File: config.mk
export PLATFORM = sky130hd
export DESIGN_NAME = ei_mac10_feeder
export DESIGN_NICKNAME = d
export VERILOG_FILES = /design/src/rtl/ei_mac_pkg.sv /design/src/rtl/ei_lane_packer.sv /design/src/rtl/ei_mac10_feeder.sv
export SDC_FILE = /design/constraint.sdc
export NUM_CORES = 1
export LEC_CHECK = 0
export ABC_AREA = 1
export CELL_PAD_IN_SITES_DETAIL_PLACEMENT = 1
export CELL_PAD_IN_SITES_GLOBAL_PLACEMENT = 1
export CORE_UTILIZATION = 25
export CTS_BUF_LIST = sky130_fd_sc_hd__clkbuf_4
export CTS_CLUSTER_SIZE = 30
export DETAILED_ROUTE_END_ITERATION = 10
export PLACE_DENSITY_LB_ADDON = 0.12
export REMOVE_ABC_BUFFERS = 1
export SLEW_MARGIN = 20
export SYNTH_ARGS = -nofsm -noshare
export SYNTH_HDL_FRONTEND = slang
export SYNTH_SLANG_ARGS = --single-unit
File: constraint.sdc
create_clock -name clk -period 2.2 [get_ports clk]
set_clock_uncertainty 0.1 [all_clocks]
set_input_delay 0.33 -clock clk [delete_from_list [all_inputs] [get_ports clk]]
set_output_delay 0.33 -clock clk [all_outputs]
set_load 0.02 [all_outputs]
File: src/rtl/ei_mac_pkg.sv
// Shared constants and types for the MAC10 feeder and its lane packer.
package ei_mac_pkg;

    localparam int LANES = 10;
    localparam int DW    = 8;
    localparam int ACCW  = 32;

    typedef logic [DW-1:0] opnd_t;

    typedef enum logic [2:0] {
        IDLE,
        CLEAR,
        FILL,
        ISSUE,
        DRAIN,
        DONE
    } feeder_state_t;

endpackage

File: src/rtl/ei_lane_packer.sv
// Collects serial operand pairs into LANES-wide vectors; lane 0 holds the first pair of a beat.
module ei_lane_packer #(
    parameter int LANES = 10,
    parameter int DW    = 8
) (
    input  logic                clk,
    input  logic                rst,
    input  logic                clr,
    input  logic                wr_en,
    input  logic                wr_last,
    input  logic [DW-1:0]       wr_a,
    input  logic [DW-1:0]       wr_b,
    output logic [LANES*DW-1:0] a_vec,
    output logic [LANES*DW-1:0] b_vec,
    output logic                beat_end
);

    localparam int IDXW = $clog2(LANES + 1);

    logic [IDXW-1:0] lane_idx_reg;
    logic            full;

    always_ff @(posedge clk) begin
        if (rst || clr) begin
            lane_idx_reg <= '0;
        end else if (wr_en) begin
            lane_idx_reg <= lane_idx_reg + IDXW'(1);
        end
    end

    // The write that lands in the last lane, or carries the job's final pair, closes the beat.
    assign full     = (lane_idx_reg == IDXW'(LANES - 1));
    assign beat_end = wr_en & (full | wr_last);

    generate
        for (genvar gi = 0; gi < LANES; gi++) begin : g_lane
            logic [DW-1:0] a_reg;
            logic [DW-1:0] b_reg;

            always_ff @(posedge clk) begin
                if (rst || clr) begin
                    a_reg <= '0;
                    b_reg <= '0;
                end else if (wr_en && (lane_idx_reg == IDXW'(gi))) begin
                    a_reg <= wr_a;
                    b_reg <= wr_b;
                end
            end

            assign a_vec[DW*gi +: DW] = a_reg;
            assign b_vec[DW*gi +: DW] = b_reg;
        end
    endgenerate

endmodule

File: src/rtl/ei_mac10_feeder.sv
// Packs a serial (a,b) stream into MAC10 beats, clears the MAC per job and returns one dot product per job.
module ei_mac10_feeder #(
    parameter int LANES     = ei_mac_pkg::LANES,
    parameter int DW        = ei_mac_pkg::DW,
    parameter int ACCW      = ei_mac_pkg::ACCW,
    parameter int LENW      = 16,
    parameter int LAT       = 3,
    parameter int DRAIN_TMO = 32
) (
    input  logic                clk,
    input  logic                rst,
    input  logic                start,
    input  logic [LENW-1:0]     cfg_len,
    output logic                busy,
    input  logic                in_valid,
    output logic                in_ready,
    input  logic [DW-1:0]       in_a,
    input  logic [DW-1:0]       in_b,
    output logic                mac_en,
    output logic                mac_clr_acc,
    output logic                mac_valid_in,
    output logic [LANES*DW-1:0] mac_a_vec,
    output logic [LANES*DW-1:0] mac_b_vec,
    input  logic [ACCW-1:0]     mac_acc_out,
    input  logic                mac_valid_out,
    output logic                res_valid,
    input  logic                res_ready,
    output logic [ACCW-1:0]     res_data,
    output logic                res_err
);

    import ei_mac_pkg::*;

    // Sized so the drain counter can also span a full pipeline flight.
    localparam int TMOW = $clog2(DRAIN_TMO + LAT + 1);

    feeder_state_t   state_reg;
    logic [LENW-1:0] remaining_reg;
    logic [LENW-1:0] issued_reg;
    logic [LENW-1:0] returned_reg;
    logic [TMOW-1:0] tmo_reg;
    logic [ACCW-1:0] last_acc_reg;
    logic            busy_reg;
    logic            mac_en_reg;
    logic            mac_clr_acc_reg;
    logic            mac_valid_in_reg;
    logic            res_valid_reg;
    logic            res_err_reg;
    logic [ACCW-1:0] res_data_reg;

    logic            wr_en;
    logic            wr_last;
    logic            beat_end;
    logic            pack_clr;
    logic            ret_live;

    assign wr_en    = (state_reg == FILL) && in_valid;
    assign wr_last  = (remaining_reg == LENW'(1));
    // Lanes are wiped while CLEAR runs and on the edge leaving ISSUE, so a partial beat pads with zeros.
    assign pack_clr = (state_reg == CLEAR) || (state_reg == ISSUE);
    assign ret_live = (state_reg == FILL) || (state_reg == ISSUE) ||
                      (state_reg == DRAIN) || (state_reg == DONE);

    ei_lane_packer #(
        .LANES (LANES),
        .DW    (DW)
    ) u_packer (
        .clk      (clk),
        .rst      (rst),
        .clr      (pack_clr),
        .wr_en    (wr_en),
        .wr_last  (wr_last),
        .wr_a     (in_a),
        .wr_b     (in_b),
        .a_vec    (mac_a_vec),
        .b_vec    (mac_b_vec),
        .beat_end (beat_end)
    );

    always_ff @(posedge clk) begin
        if (rst) begin
            state_reg        <= IDLE;
            remaining_reg    <= '0;
            issued_reg       <= '0;
            returned_reg     <= '0;
            tmo_reg          <= '0;
            last_acc_reg     <= '0;
            busy_reg         <= 1'b0;
            mac_en_reg       <= 1'b0;
            mac_clr_acc_reg  <= 1'b0;
            mac_valid_in_reg <= 1'b0;
            res_valid_reg    <= 1'b0;
            res_err_reg      <= 1'b0;
            res_data_reg     <= '0;
        end else begin
            mac_en_reg       <= 1'b1;
            mac_clr_acc_reg  <= 1'b0;
            mac_valid_in_reg <= 1'b0;

            if (ret_live && mac_valid_out) begin
                returned_reg <= returned_reg + LENW'(1);
                last_acc_reg <= mac_acc_out;
            end

            case (state_reg)
                IDLE: begin
                    if (start) begin
                        busy_reg <= 1'b1;
                        if (cfg_len == '0) begin
                            state_reg     <= DONE;
                            res_valid_reg <= 1'b1;
                            res_data_reg  <= '0;
                            res_err_reg   <= 1'b0;
                        end else begin
                            remaining_reg   <= cfg_len;
                            state_reg       <= CLEAR;
                            mac_clr_acc_reg <= 1'b1;
                        end
                    end
                end
                CLEAR: begin
                    issued_reg   <= '0;
                    returned_reg <= '0;
                    last_acc_reg <= '0;
                    tmo_reg      <= '0;
                    state_reg    <= FILL;
                end
                FILL: begin
                    if (in_valid) begin
                        remaining_reg <= remaining_reg - LENW'(1);
                        if (beat_end) begin
                            state_reg        <= ISSUE;
                            mac_valid_in_reg <= 1'b1;
                        end
                    end
                end
                ISSUE: begin
                    issued_reg <= issued_reg + LENW'(1);
                    tmo_reg    <= '0;
                    state_reg  <= (remaining_reg != '0) ? FILL : DRAIN;
                end
                DRAIN: begin
                    if (returned_reg == issued_reg) begin
                        state_reg     <= DONE;
                        res_valid_reg <= 1'b1;
                        res_data_reg  <= last_acc_reg;
                        res_err_reg   <= 1'b0;
                    end else if (tmo_reg == TMOW'(DRAIN_TMO)) begin
                        state_reg     <= DONE;
                        res_valid_reg <= 1'b1;
                        res_data_reg  <= '0;
                        res_err_reg   <= 1'b1;
                    end else if (mac_valid_out) begin
                        tmo_reg <= '0;
                    end else begin
                        tmo_reg <= tmo_reg + TMOW'(1);
                    end
                end
                DONE: begin
                    if (res_ready) begin
                        state_reg     <= IDLE;
                        res_valid_reg <= 1'b0;
                        busy_reg      <= 1'b0;
                    end
                end
                default: state_reg <= IDLE;
            endcase
        end
    end

    assign in_ready     = (state_reg == FILL);
    assign busy         = busy_reg;
    assign mac_en       = mac_en_reg;
    assign mac_clr_acc  = mac_clr_acc_reg;
    assign mac_valid_in = mac_valid_in_reg;
    assign res_valid    = res_valid_reg;
    assign res_err      = res_err_reg;
    assign res_data     = res_data_reg;

endmodule

==> flow_metrics.py <==
metrics = {
    "pwr": {
        "cellInternalPower_mw": 10.1,
        "clockPowerShare_pct": 33.7,
        "powerDensity_nw_per_um2": 941,
        "seq_power_share_pct": 38.2,
        "switching_share_pct": 35.6,
        "fin_total_pwr_mw": 15.7,
        "leakagePower_nw": 7.76,
        "switching_power_mw": 5.60,
        "worst_ir_drop_vdd_mv": 0.732,
        "p_comb_share_pct": 28.1,
    },
    "clock_network": {
        "worstSkewPairLatency_ns": 0.81,
        "cts_setup_buffers": 0,
        "cts_max_level": 3,
        "clock_tree_root": "sky130_fd_sc_hd__clkbuf_4",
        "clk_pin_slew_ns": 0.06,
        "clkSinkCount": 291,
        "numCtsBuffers": 87,
        "ctsLongestPathBuffers": 3,
        "cts_tree": "yes",
    },
    "placement": {
        "place_congestion": 0.808,
        "detailedPlace.worstSlack_ns": -0.0777,
        "postPlaceCellArea_um2": 15500,
        "place_hpwl_um": 30300,
        "numPlacedInstances": 2479,
        "io_buffer_count": 268,
    },
    "grt": {
        "global_route.usage.total_pct": 18.8,
        "vias_in_the_first_global_route": 12700,
        "grt_antenna_before_repair": 2,
        "grt_overflow": 0,
        "wire_length_of_the_first_global_routing_pass_um": 69800,
        "grt_start_max_net_pins": 98,
    },
    "drt": {
        "drc": 0,
        "route.detailed.vias_per_inst": 4.52,
        "drt-total-wl_um": 44300,
        "route.detailed.wl_per_inst_um": 16.6,
        "detailedRoute.firstPassIterationCount": 6,
        "routed-via-count": 12000,
        "drc_violation_total_after_the_first_tritonroute_iteration": 451,
        "ant_nets": 0,
    },
    "floorplan": {
        "io-pin-count": 269,
        "dieWidth_um": 219,
        "placement_rows": 79,
        "initial_utilization_pct": 25.3,
        "fp.dieH_um": 219,
        "core-area_um2": 46500,
        "die_area_um2": 47900,
    },
    "cells_and_area": {
        "layout.cell_area.non_filler_um2": 16700,
        "syn2layout_area_growth_pct": 42.4,
        "nets": 2076,
        "final_layout_size_suffix_gt1_share_pct": 12.7,
        "layoutNonFillerInstCount": 2663,
    },
    "setup_path": {
        "crit_buf_inv": 4,
        "critical_path.top_delay_family": "buffers and inverters",
        "worst-endpoint-arrival_ns": 1.63,
        "critical_path.cell_chain": "inv_4 -> nand3_4 -> buf_6 -> inv_2 -> buf_6",
        "crit_path_top_delay_cell": "sky130_fd_sc_hd__dfxtp_4",
        "r2r-start": "state_reg[1]",
        "setup.worst_path.start": "state_reg[2]",
        "cpMostUsedCell": "sky130_fd_sc_hd__buf_6",
        "reg2reg_setup_slack_ns": 0.20,
        "rr_worst_depth": 11,
        "timing.critical_path.depth": 5,
        "cp-start-kind": "register",
        "worstPathRequired_ns": 1.77,
        "largest_fanout_on_the_critical_path": 5,
        "critical_path.reg2reg.endpoint": "returned_reg[12]",
        "crit_path_end": "in_ready",
        "crit_path_class": "reg -> out",
        "slowest_delay_ns": 0.36,
        "crit_path_end_kind": "output pin",
    },
    "timing": {
        "max_freq_mhz": 486,
        "worstMarginPinSlew_ns": 0.631,
        "timing.final.hold_violations": 0,
        "final_setup_viols": 0,
        "final_min_period_over_clock_period_pct": 93.6,
        "rsz_0062_raised_after_global_routing": "no",
        "worst_slack_ns": 0.141,
        "min_period_ns": 2.06,
        "slew_headroom_pct": 57.8,
        "slew_violations": 0,
    },
    "run_status": {
        "run_status": "complete, no violations",
    },
    "job": {
        "cap_violations": 0,
    },
    "synth": {
        "synth_cells": 1614,
        "number_of_unique_standard_cell_types_used_by_synthesis": 36,
        "netlist_top_cells_area": "sky130_fd_sc_hd__dfxtp_1 (50%), sky130_fd_sc_hd__nor2_1 (13%), sky130_fd_sc_hd__nand2_1 (8.8%)",
        "synth_area_per_cell_um2": 7.28,
        "ys_seq_elements": 291,
        "post_synth_instance_area_um2": 11700,
        "yosys.area.top_type": "sky130_fd_sc_hd__dfxtp_1",
        "yosysWarningCount": 0,
        "synth_sequential_area_ratio_pct": 49.6,
        "area_share_of_the_largest_cell_type_after_synthesis_pct": 49.6,
    },
    "hold_path": {
        "hold_path_class": "in -> reg",
    },
}
==> worst min-delay path by stage <==
| stage | start | to | slack, ns | cells after the start |
|---|---|---|---|---|
| 4_1_cts | res_ready | res_valid | 0.02 | 4 |
| 3_3_place_gp | busy | busy | 0.33 | 2 |
| 2_1_floorplan | rst | mac_valid_in | 0.30 | 1 |
| 3_5_place_dp | busy | busy | 0.34 | 2 |
| 6_report | res_ready | res_valid | 0.12 | 4 |
| 5_1_grt | res_ready | res_valid | 0.06 | 4 |
==> timing repair <==
item | CTS | global route
setup endpoints to repair | 199 | 39
gates resized for setup | 211 | 7
endpoints found under the hold margin | 87 | 0
hold buffers | 35 | 0
==> Yosys cell counts (all sizes together) <==
master and instances:
o211ai 9, a211oi 2, o211a 1, nor3b 3, xor2 6, nor3 21
o21ai 211, nand4 7, o2111ai 1, ha 10, xnor2 4, a31oi 3
clkinv 2, inv 101, or2 1, dfxtp 291, nor4 1, a21oi 108
buf 45, nand3 52, clkbuf 43, nand2 275, a31o 1, nor2 411
o22ai 4, o32ai 1
==> cells in the final DEF, fill, tap and decap left out, types with 3 or more instances in the layout <==
cell and count:
sky130_fd_sc_hd__nor2_1 406, sky130_fd_sc_hd__dfxtp_1 286, sky130_fd_sc_hd__nand2_1 274, sky130_fd_sc_hd__dlygate4sd2_1 198
sky130_fd_sc_hd__o21ai_0 148, sky130_fd_sc_hd__clkbuf_4 135, sky130_fd_sc_hd__a21oi_1 108, sky130_fd_sc_hd__inv_1 86
sky130_fd_sc_hd__clkdlybuf4s50_1 68, sky130_fd_sc_hd__buf_4 66, sky130_fd_sc_hd__o21ai_1 62, sky130_fd_sc_hd__nand3_1 50
sky130_fd_sc_hd__dlygate4sd3_1 35, sky130_fd_sc_hd__inv_2 15, sky130_fd_sc_hd__nor3_1 11, sky130_fd_sc_hd__buf_12 11
sky130_fd_sc_hd__ha_1 10, sky130_fd_sc_hd__o211ai_1 9, sky130_fd_sc_hd__nor3_4 8, sky130_fd_sc_hd__clkinv_1 8
sky130_fd_sc_hd__nand4_1 7, sky130_fd_sc_hd__xor2_1 6, sky130_fd_sc_hd__o22ai_1 4, sky130_fd_sc_hd__xnor2_1 4
sky130_fd_sc_hd__dfxtp_2 4, sky130_fd_sc_hd__diode_2 3, sky130_fd_sc_hd__nor2_2 3, sky130_fd_sc_hd__nor3b_1 3
sky130_fd_sc_hd__a31oi_1 3
==> power by group through the flow <==
stage,clock (mW),combinational [mW],sequential (mW)
3_3_place_gp,0,4.42,6.10
2_1_floorplan,0,2.32,6.14
3_5_place_dp,0,4.48,6.10
6_report,5.30,4.43,6.01
5_1_grt,5.84,4.98,6.07
4_1_cts,5.55,4.52,6.00
==> layout make-up <==
| cell class | count | area, um2 |
|---|---|---|
| antenna | 3 | 7.51 |
| inverter | 103 | 392 |
| fill | 5788 | 29700 |
| timing repair buffer | 381 | 3510 |
| tap | 607 | 759 |
| multi-input combinational | 1132 | 5140 |
| clock inverter | 11 | 70.1 |
| sequential | 291 | 5830 |
| clock buffer | 135 | 1010 |
==> metrics by stage <==
stage               TNS, ns  utilization (%)  hold WS [ns]
global route              0             36.0        0.0563
finish                    0             36.0         0.119
detailed placement    -3.07             33.4         0.342
floorplan           -233.67                -         0.299
global placement      -1.87             33.4         0.334
CTS                 -0.0160             36.0        0.0168
==> layer usage <==
metal,part of all wire [%],track usage [%],up-vias
met5,0,0,-
met4,2.8,7.06,0
met3,7.0,6.96,89
met2,46,30.7,254
met1,44,22.2,5706
li1,-,-,5993
==> tightest hold or removal path, stage by stage <==
cell                              delay [ns]
sky130_fd_sc_hd__clkdlybuf4s50_1        0.49
sky130_fd_sc_hd__nand2_1                0.06
sky130_fd_sc_hd__nand2_1                0.07
sky130_fd_sc_hd__a21oi_1                0.04
==> logic make-up (layout without fill, tap and decap cells) <==
logic type | Yosys count | in the layout | synth area share, %
buffers and inverters | 191 | 630 | 6.84
xor gates and xnor gates | 10 | 10 | 0.746
DFF | 291 | 291 | 49.6
and+or+nand+nor | 771 | 771 | 26.8
AOI/OAI and AO/OA | 341 | 341 | 15.0
adders and majority gates | 10 | 10 | 1.07
other | 0 | 3 | 0
No activity file was read; power rests on OpenSTA's default activity.
